### src/rtl/hilo_muldiv_ctrl.sv
// rtl/hilo_muldiv_ctrl.sv - HI/LO multiply/divide sequencer with pipeline stall and write strobes
//
// Purpose: accepts MULT/MULTU/DIV/DIVU/MTHI/MTLO from EX. Multiply and divide
// run as a 32-step radix-2 engine (shift-add / restoring subtract) followed by
// a sign-fix cycle and a single write cycle.
// Ports:
//   clk, rst_n        clock, asynchronous active-low reset
//   start, op         operation valid and opcode (0 MULT .. 5 MTLO, 6/7 no-op)
//   src_a, src_b      rs / rt operands
//   flush             cancel an in-flight operation before it commits
//   stall             combinational hold request to EX and earlier stages
//   whi, wlo          registered one-cycle HI/LO write strobes
//   hi_w, lo_w        registered HI/LO write data
//   done              registered, mul/div result written this cycle
module hilo_muldiv_ctrl (
  input  logic        clk,
  input  logic        rst_n,
  input  logic        start,
  input  logic [2:0]  op,
  input  logic [31:0] src_a,
  input  logic [31:0] src_b,
  input  logic        flush,
  output logic        stall,
  output logic        whi,
  output logic        wlo,
  output logic [31:0] hi_w,
  output logic [31:0] lo_w,
  output logic        done
);

  typedef enum logic [1:0] {S_IDLE, S_CALC, S_FIX, S_WRITE} state_e;

  state_e      state_q, state_d;
  logic [4:0]  cnt_q, cnt_d;
  logic [63:0] acc_q, acc_d;     // mul: {partial hi, multiplier/low}; div: [31:0] dividend -> quotient
  logic [32:0] rem_q, rem_d;     // divide partial remainder
  logic [31:0] opnd_q, opnd_d;   // multiplicand or divisor magnitude
  logic        is_div_q, is_div_d;
  logic        neg_lo_q, neg_lo_d; // negate product / quotient
  logic        neg_hi_q, neg_hi_d; // negate remainder
  logic        whi_q, whi_d;
  logic        wlo_q, wlo_d;
  logic        done_q, done_d;
  logic [31:0] hi_w_q, hi_w_d;
  logic [31:0] lo_w_q, lo_w_d;

  // Issue-side decode
  logic        accept, is_signed, sa, sb, div_zero, div_ovf;
  logic [31:0] mag_a, mag_b;
  assign accept    = (state_q == S_IDLE) && start && !flush;
  assign is_signed = ~op[0];
  assign sa        = is_signed & src_a[31];
  assign sb        = is_signed & src_b[31];
  assign mag_a     = sa ? (~src_a + 32'd1) : src_a;
  assign mag_b     = sb ? (~src_b + 32'd1) : src_b;
  assign div_zero  = op[1] && (src_b == 32'd0);
  assign div_ovf   = (op == 3'd2) && (src_a == 32'h8000_0000) && (src_b == 32'hFFFF_FFFF);

  // One multiply step: conditionally add multiplicand to the upper half, shift right.
  logic [32:0] mul_sum;
  logic [63:0] mul_next;
  assign mul_sum  = {1'b0, acc_q[63:32]} + (acc_q[0] ? {1'b0, opnd_q} : 33'd0);
  assign mul_next = {mul_sum, acc_q[31:1]};

  // One restoring divide step: bring in the next dividend bit, try the subtract.
  logic [32:0] rem_sh, rem_diff;
  logic        q_bit;
  assign rem_sh   = {rem_q[31:0], acc_q[31]};
  assign rem_diff = rem_sh - {1'b0, opnd_q};
  assign q_bit    = ~rem_diff[32];

  // Sign fix-up of the finished magnitudes
  logic [63:0] prod_fix;
  logic [31:0] quo_fix, rem_fix;
  assign prod_fix = neg_lo_q ? (~acc_q + 64'd1) : acc_q;
  assign quo_fix  = neg_lo_q ? (~acc_q[31:0] + 32'd1) : acc_q[31:0];
  assign rem_fix  = neg_hi_q ? (~rem_q[31:0] + 32'd1) : rem_q[31:0];

  always_comb begin
    state_d  = state_q;
    cnt_d    = cnt_q;
    acc_d    = acc_q;
    rem_d    = rem_q;
    opnd_d   = opnd_q;
    is_div_d = is_div_q;
    neg_lo_d = neg_lo_q;
    neg_hi_d = neg_hi_q;
    whi_d    = 1'b0;
    wlo_d    = 1'b0;
    done_d   = 1'b0;
    hi_w_d   = hi_w_q;
    lo_w_d   = lo_w_q;
    stall    = 1'b0;
    unique case (state_q)
      S_IDLE: begin
        if (accept) begin
          if (!op[2]) begin
            stall = 1'b1;
            if (div_zero || div_ovf) begin
              // Architectural results are known at issue; go straight to the write.
              whi_d   = 1'b1;
              wlo_d   = 1'b1;
              done_d  = 1'b1;
              hi_w_d  = div_zero ? src_a : 32'd0;
              lo_w_d  = div_zero ? 32'hFFFF_FFFF : 32'h8000_0000;
              state_d = S_WRITE;
            end else begin
              opnd_d   = op[1] ? mag_b : mag_a;
              acc_d    = {32'd0, (op[1] ? mag_a : mag_b)};
              rem_d    = 33'd0;
              is_div_d = op[1];
              neg_lo_d = sa ^ sb;
              neg_hi_d = sa;
              cnt_d    = 5'd0;
              state_d  = S_CALC;
            end
          end else if (op == 3'd4) begin
            whi_d  = 1'b1;
            hi_w_d = src_a;
          end else if (op == 3'd5) begin
            wlo_d  = 1'b1;
            lo_w_d = src_a;
          end
        end
      end
      S_CALC: begin
        stall = 1'b1;
        if (flush) begin
          state_d = S_IDLE;
        end else begin
          if (is_div_q) begin
            rem_d = q_bit ? rem_diff : rem_sh;
            acc_d = {acc_q[63:32], acc_q[30:0], q_bit};
          end else begin
            acc_d = mul_next;
          end
          cnt_d = cnt_q + 5'd1;
          if (cnt_q == 5'd31) state_d = S_FIX;
        end
      end
      S_FIX: begin
        stall = 1'b1;
        if (flush) begin
          state_d = S_IDLE;
        end else begin
          whi_d   = 1'b1;
          wlo_d   = 1'b1;
          done_d  = 1'b1;
          hi_w_d  = is_div_q ? rem_fix : prod_fix[63:32];
          lo_w_d  = is_div_q ? quo_fix : prod_fix[31:0];
          state_d = S_WRITE;
        end
      end
      S_WRITE: state_d = S_IDLE;
      default: state_d = S_IDLE;
    endcase
  end

  always_ff @(posedge clk or negedge rst_n) begin
    if (!rst_n) begin
      state_q  <= S_IDLE;
      cnt_q    <= 5'd0;
      acc_q    <= 64'd0;
      rem_q    <= 33'd0;
      opnd_q   <= 32'd0;
      is_div_q <= 1'b0;
      neg_lo_q <= 1'b0;
      neg_hi_q <= 1'b0;
      whi_q    <= 1'b0;
      wlo_q    <= 1'b0;
      done_q   <= 1'b0;
      hi_w_q   <= 32'd0;
      lo_w_q   <= 32'd0;
    end else begin
      state_q  <= state_d;
      cnt_q    <= cnt_d;
      acc_q    <= acc_d;
      rem_q    <= rem_d;
      opnd_q   <= opnd_d;
      is_div_q <= is_div_d;
      neg_lo_q <= neg_lo_d;
      neg_hi_q <= neg_hi_d;
      whi_q    <= whi_d;
      wlo_q    <= wlo_d;
      done_q   <= done_d;
      hi_w_q   <= hi_w_d;
      lo_w_q   <= lo_w_d;
    end
  end

  assign whi  = whi_q;
  assign wlo  = wlo_q;
  assign done = done_q;
  assign hi_w = hi_w_q;
  assign lo_w = lo_w_q;

endmodule

### config.mk
export PLATFORM = sky130hd
export DESIGN_NAME = hilo_muldiv_ctrl
export DESIGN_NICKNAME = d
export VERILOG_FILES = /design/src/rtl/hilo_muldiv_ctrl.sv
export SDC_FILE = /design/constraint.sdc
export NUM_CORES = 1
export LEC_CHECK = 0
export CORE_UTILIZATION = 25
export DETAILED_ROUTE_END_ITERATION = 7
export HOLD_SLACK_MARGIN = 0.12
export SETUP_SLACK_MARGIN = 0.2
export SYNTH_ARGS = -nofsm -noshare
export SYNTH_HDL_FRONTEND = slang
export SYNTH_SLANG_ARGS = --single-unit
### constraint.sdc
create_clock -name clk -period 4.4 [get_ports clk]
set_input_delay 0.66 -clock clk [delete_from_list [all_inputs] [get_ports clk]]
set_output_delay 0.66 -clock clk [all_outputs]
set_load 0.005 [all_outputs]
Yosys cells after proc, flatten, opt, wreduce, memory -nomap -nowiden
Cells that the tools add are included.
{"block": "word_totals", "regBits": 205, "out_inout_bits": 68, "word_cells": 141}
{"block": "classes", "add_sub_neg": 8, "n_eq_ne": 21, "n_mux": 67, "bitwise": 12, "n_reduce_logical": 19}
{"cell": "2-to-1 mux 32 bit", "n": 27}
{"cell": "2-to-1 mux 64 bit", "n": 6}
{"cell": "case mux 32 bit (2 select lines)", "n": 3}
{"cell": "adder 32 x 1 -> 32 bit, second input constant", "n": 4}
{"cell": "NOT 32 bit", "n": 4}
{"cell": "case mux 64 bit (2 select lines)", "n": 1}
{"cell": "adder 64 x 1 -> 64 bit, second input constant", "n": 1}
{"cell": "equality test 32 bit, second input constant", "n": 2}
{"cell": "NOT 64 bit", "n": 1}
{"cell": "adder 32 x 32 -> 33 bit", "n": 1}
{"cell": "subtractor 33 x 32 -> 33 bit", "n": 1}
{"cell": "zero test 32 bit", "n": 1}
{"cell": "2-to-1 mux 31 bit", "n": 1}
{"cell": "2-to-1 mux 5 bit", "n": 4}
{"cell": "AND reduction 6 bit", "n": 3}
{"cell": "!= test 2 bit, second input constant", "n": 7}
{"cell": "2-to-1 mux 1 bit", "n": 13}
{"cell": "2-to-1 mux 2 bit", "n": 6}
{"cell": "case mux 5 bit (2 select lines)", "n": 1}
{"cell": "AND reduction 5 bit", "n": 2}
{"cell": "!= test 3 x 2 -> 1 bit, second input constant", "n": 3}
{"cell": "case mux 1 bit (2 select lines)", "n": 4}
{"cell": "case mux 2 bit (4 select lines)", "n": 1}
{"cell": "equality test 3 bit, second input constant", "n": 2}
{"cell": "17 further kinds", "n": 28}

Logic depth before layout (Yosys ltp)
{"block": "depth", "word_depth": 8, "mapped_depth": 15, "depth_no_buf": 14}

Worst setup path after synthesis
OpenSTA, ideal clock, no wires.
{"block": "synth_timing", "path_kind": "input port to flip-flop", "startpoint": "input port src_a[9]", "endpoint": "register neg_lo_q", "setup_ns": 0.096, "t_arrival_ns": 3.454, "path_slack_ns": 0.850, "path_stages": 11, "cell_sequence": "or4_1 > or3_1 > nor4_1 > nand3_1 > o21ai_0 > nand2b_1 > buf_2 > buf_1 > clkbuf_1 > nand2_1 > o31ai_1"}
{"block": "synth_between", "elab_chain_cells": 6}
{"item": "start, declared", "line_no": "20", "text": "input logic [31:0] src_a,"}
{"item": "equality test 32 bit", "line_no": "57", "text": "assign div_ovf = (op == 3'd2) && (src_a == 32'h8000_0000) && (src_b == 32'hFFFF_FFFF);"}
{"item": "logical AND 1 bit (2 in a row)", "line_no": "57"}
{"item": "logical OR 1 bit", "line_no": "99", "text": "if (div_zero || div_ovf) begin"}
{"item": "NOT 1 bit (no line)"}
{"item": "AND reduction 4 bit (no line)"}
{"item": "end signal, assigned", "line_no": "181", "text": "neg_lo_q <= neg_lo_d;"}
{"item": "end, declared", "line_no": "39", "text": "logic neg_lo_q, neg_lo_d;"}
No other way between the ends.
A chain may end at the register's enable or synchronous reset.

Final worst setup path
{"block": "layout_timing", "startpoint": "register acc_q[11]", "endpoint": "register hi_w_q[29], in the netlist hi_w[29]"}
{"block": "layout_between", "elab_chain_cells": 6}
{"item": "start, declared", "line_no": "35", "text": "logic [63:0] acc_q, acc_d;"}
{"item": "start signal, assigned", "line_no": "163", "text": "acc_q <= 64'd0;"}
{"item": "start signal, assigned", "line_no": "177", "text": "acc_q <= acc_d;"}
{"item": "NOT 64 bit", "line_no": "75", "text": "assign prod_fix = neg_lo_q ? (~acc_q + 64'd1) : acc_q;"}
{"item": "adder 64 x 1 -> 64 bit", "line_no": "75"}
{"item": "2-to-1 mux 64 bit", "line_no": "75"}
{"item": "2-to-1 mux 32 bit", "line_no": "149", "text": "hi_w_d = is_div_q ? rem_fix : prod_fix[63:32];"}
{"item": "2-to-1 mux 32 bit", "line_no": "143", "text": "if (flush) begin"}
{"item": "case mux 32 bit (2 select lines)", "line_no": "94", "text": "unique case (state_q)"}
{"item": "end signal, assigned", "line_no": "186", "text": "hi_w_q <= hi_w_d;"}
{"item": "end, declared", "line_no": "44", "text": "logic [31:0] hi_w_q, hi_w_d;"}
No other way between the ends. The select of a mux whose other input is x is not followed.

==> metrics <==
status=finished, violations left; violated checks=DRC; setup slack at placement=between 0.15 and 0.2 ns; most frequent cells in the layout=nor2_1 (250), nand2_1 (222), o21ai_0 (216); worst hold path depth=1; Die Y=around 260 µm; Avg Synthesized Cell Area=between 7 and 8 µm²; commonest non-fill, non-tap cell in the layout=nor2_1; CP Max Fanout=8; Leakage=approximately 8.4 nW; sequential share of power=25.0%; Worst Hold Class=register to register; #FFs+latches synth=around 210; # rows=94; Max Cap Viol=0; # clock sinks=between 200 and 250; Synth Cell Area=16700 µm²; htree depth=1; crit path time final=roughly 4.1 ns; most area-consuming cells after synthesis=dfrtp_1 (31%), o21ai_0 (6.5%), a21oi_1 (6.1%); CTS tree=done; die width=roughly 260 µm; drt drc=24; Setup CP Type=register to register; Psw=around 6.5 mW; vias in the first global route=between 15000 and 20000; largest net degree at the start of global routing=a little under 100; DRT Wirelength=approximately 60000 µm; Final GP Congestion=0.960; Critical Path RT=between 4 and 5 ns; worst-margin pin slew=approximately 1 ns; critical-path cell list=or4_4, or3_1, or3_4, or2_1, buf_4, or3_1, o31ai_1, xor2_1, o21ai_0, a22oi_1, a21oi_1; global-route wire length before repair=93000 µm; final hold viol count=0; Setup violations, final=0; fin area=~20000 µm²; CTS max path bufs=3; DRT Pass-1 Iters=7; r2r setup slk=between 0.3 and 0.4 ns; sequential share of the synthesized area=between 30 and 40%; core area=around 66000 µm²; P&R area growth vs syn=22.9%; WL/cell=19.4 µm; GRT Residual Overflow=0; Synth top area share=30.6%; die footprint=roughly 70000 µm²; Synth Net Count=~2300; Comb power frac=just under 60%; yosys warns=0; reg2reg path depth=11; RSZ-0062 raised after global routing=yes; number of flops mapped to enable cells by yosys=0; Finished Layout Cells=3157; Crit Reg-Reg Endpoint=hi_w[29]; Layout Skew=~0.012 ns; Worst Hold Endpoint=lo_w[27]; ys async rst share=between 90% and 100%; crit path max-delay cell type=or4_4; relative slew slack=approximately a third; Synth Instances=~2100; Hold Startpoint=lo_w[27]; FF-to-FF Start=acc_q[11]; Initial Util=about a quarter; count of input and output buffers=138; Pwr Density=~680 nW/µm²; Worst-Skew Late Latency=between 0.5 and 0.6 ns; total number of vias=roughly 16000; Switching Share=46.2%; critical path startpoint category=register; Post-Place Cells=3103; dpl cell area=approximately 20000 µm²; clock slew at reported path FFs=0.06 ns; Ports=around 140; fin. max-slew vios=0; fmax=between 0.2 and 0.25 GHz; cts bufs inserted=27; drt initial violations=1491; NumNets Final=about 2400; final worst slack=between 0.3 and 0.4 ns; Crit path top cell by count=or3_1; Detailed Place HPWL=around 48000 µm; setup tns final=0 ns; VDD IR max=0.298 mV; Global Route Usage Sum=between 10% and 20%; Yosys top cell by area=dfrtp_1; Clock power frac=around 17%; Final Core Density=a little under a third; initial antenna violation count=3; layout cells sized above 1=8.94%; CP max stage delay=between 0.5 and 0.6 ns; CP Capture Type=register; Int Power=around 7.5 mW; CTS Root Cell=clkbuf_16; CP arrival=~4.6 ns; ys flop type=dfrtp_1; Via density=a little over 5; synth unique cells=68; Post-DRT Antenna Nets=0; Final period util=between 90 and 100%
==> kinds of logic (layout without fill, tap and decap cells) <==
group           count (synthesis)  after routing  synth area share, %
buf+inv                       192            347                 4.37
fa+ha+maj                      77             77                 5.84
compound gates                709            709                 25.9
mux                            63             63                 4.02
other cells                     0              1                    0
xor+xnor                      202            202                 10.6
flops                         205            205                 30.6
simple gates                  689            689                 18.7
==> per-layer routing <==
layer	global-route usage, %	vias to the layer above	part of all wire [%]
met3	2.16	121	5.5
li1	-	7967	-
met2	28.5	505	46
met1	23.6	7816	45
met4	7.05	6	4.1
met5	0	-	0.052
==> power groups by stage <==
stage,registers (mW),clock network (mW),logic (mW)
floorplan,3.22,0,5.40
global placement,3.51,0,8.00
detailed placement,3.52,0,8.04
CTS,3.50,2.38,8.09
global route,3.63,2.44,9.04
finish,3.51,2.35,8.17
==> Yosys cell counts (10+ instances only) <==
| master | number |
|---|---|
| o21ai_0 | 218 |
| o41ai_1 | 18 |
| nor2b_1 | 19 |
| nand2b_1 | 22 |
| a211oi_1 | 39 |
| xor2_1 | 89 |
| or3_1 | 30 |
| dfrtp_1 | 205 |
| a31oi_1 | 29 |
| nand3_1 | 30 |
| a22oi_1 | 20 |
| buf_1 | 21 |
| a21o_1 | 36 |
| o31ai_1 | 57 |
| o21a_1 | 14 |
| nor3_1 | 26 |
| nor2_1 | 250 |
| clkbuf_1 | 103 |
| nor4_1 | 10 |
| mux2_2 | 34 |
| nand4_1 | 18 |
| a21oi_1 | 205 |
| a221oi_1 | 16 |
| inv_1 | 63 |
| nand2_1 | 222 |
| mux2i_1 | 29 |
| xnor2_1 | 113 |
| or4_1 | 20 |
| ha_1 | 75 |
==> stage by stage <==
stage | total power, mW | hold slack (ns)
4_1_cts | 14.0 | 0.483
3_3_place_gp | 11.5 | 0.465
2_1_floorplan | 8.62 | 0.364
6_report | 14.0 | 0.479
3_5_place_dp | 11.6 | 0.470
5_1_grt | 15.1 | 0.502
==> worst max path at each step <==
stage,cells after the start,start,end
floorplan,11,src_a[9],neg_lo_q
global placement,14,acc_q[31],rem_q[31]
detailed placement,14,src_a[9],acc_q[4]
CTS,11,acc_q[0],hi_w[22]
global route,10,acc_q[9],hi_w[22]
finish,11,acc_q[11],hi_w[29]
==> state kept, by name (all words and copies together), names as in the netlist <==
signal	count
acc_q	64
hi_w	32
lo_w	32
opnd_q	32
rem_q	32
cnt_q	5
state_q	2
done	1
is_div_q	1
neg_hi_q	1
neg_lo_q	1
whi	1
wlo	1
==> worst max-delay path: cells and delay by family (launching register included) <==
family / cells / cell delay [ns]
AND/OR/NAND/NOR: 5 / 2.24
AO/OA/AOI/OAI: 4 / 0.85
flip-flops: 1 / 0.43
XOR/XNOR: 1 / 0.25
buffers and inverters: 1 / 0.18
==> timing repair <==
action                                 in CTS  in global routing
endpoints found under the hold margin      50                  0
resized for setup                           1                  5
cloned                                      0                  0
hold buffers                                1                  0
buffers inserted                            0                  2
pin swaps                                   0                  1
setup endpoints to repair                   1                  6
==> final cells by class <==
class	count	area, µm²
sequential	205	5130
multi-input combinational	1740	11000
timing repair buffer	233	2240
antenna	1	2.50
fill	7009	45400
clock buffer	35	756
inverter	64	244
clock inverter	15	178
tap	864	1080
Power figures use the tool's default switching activity.
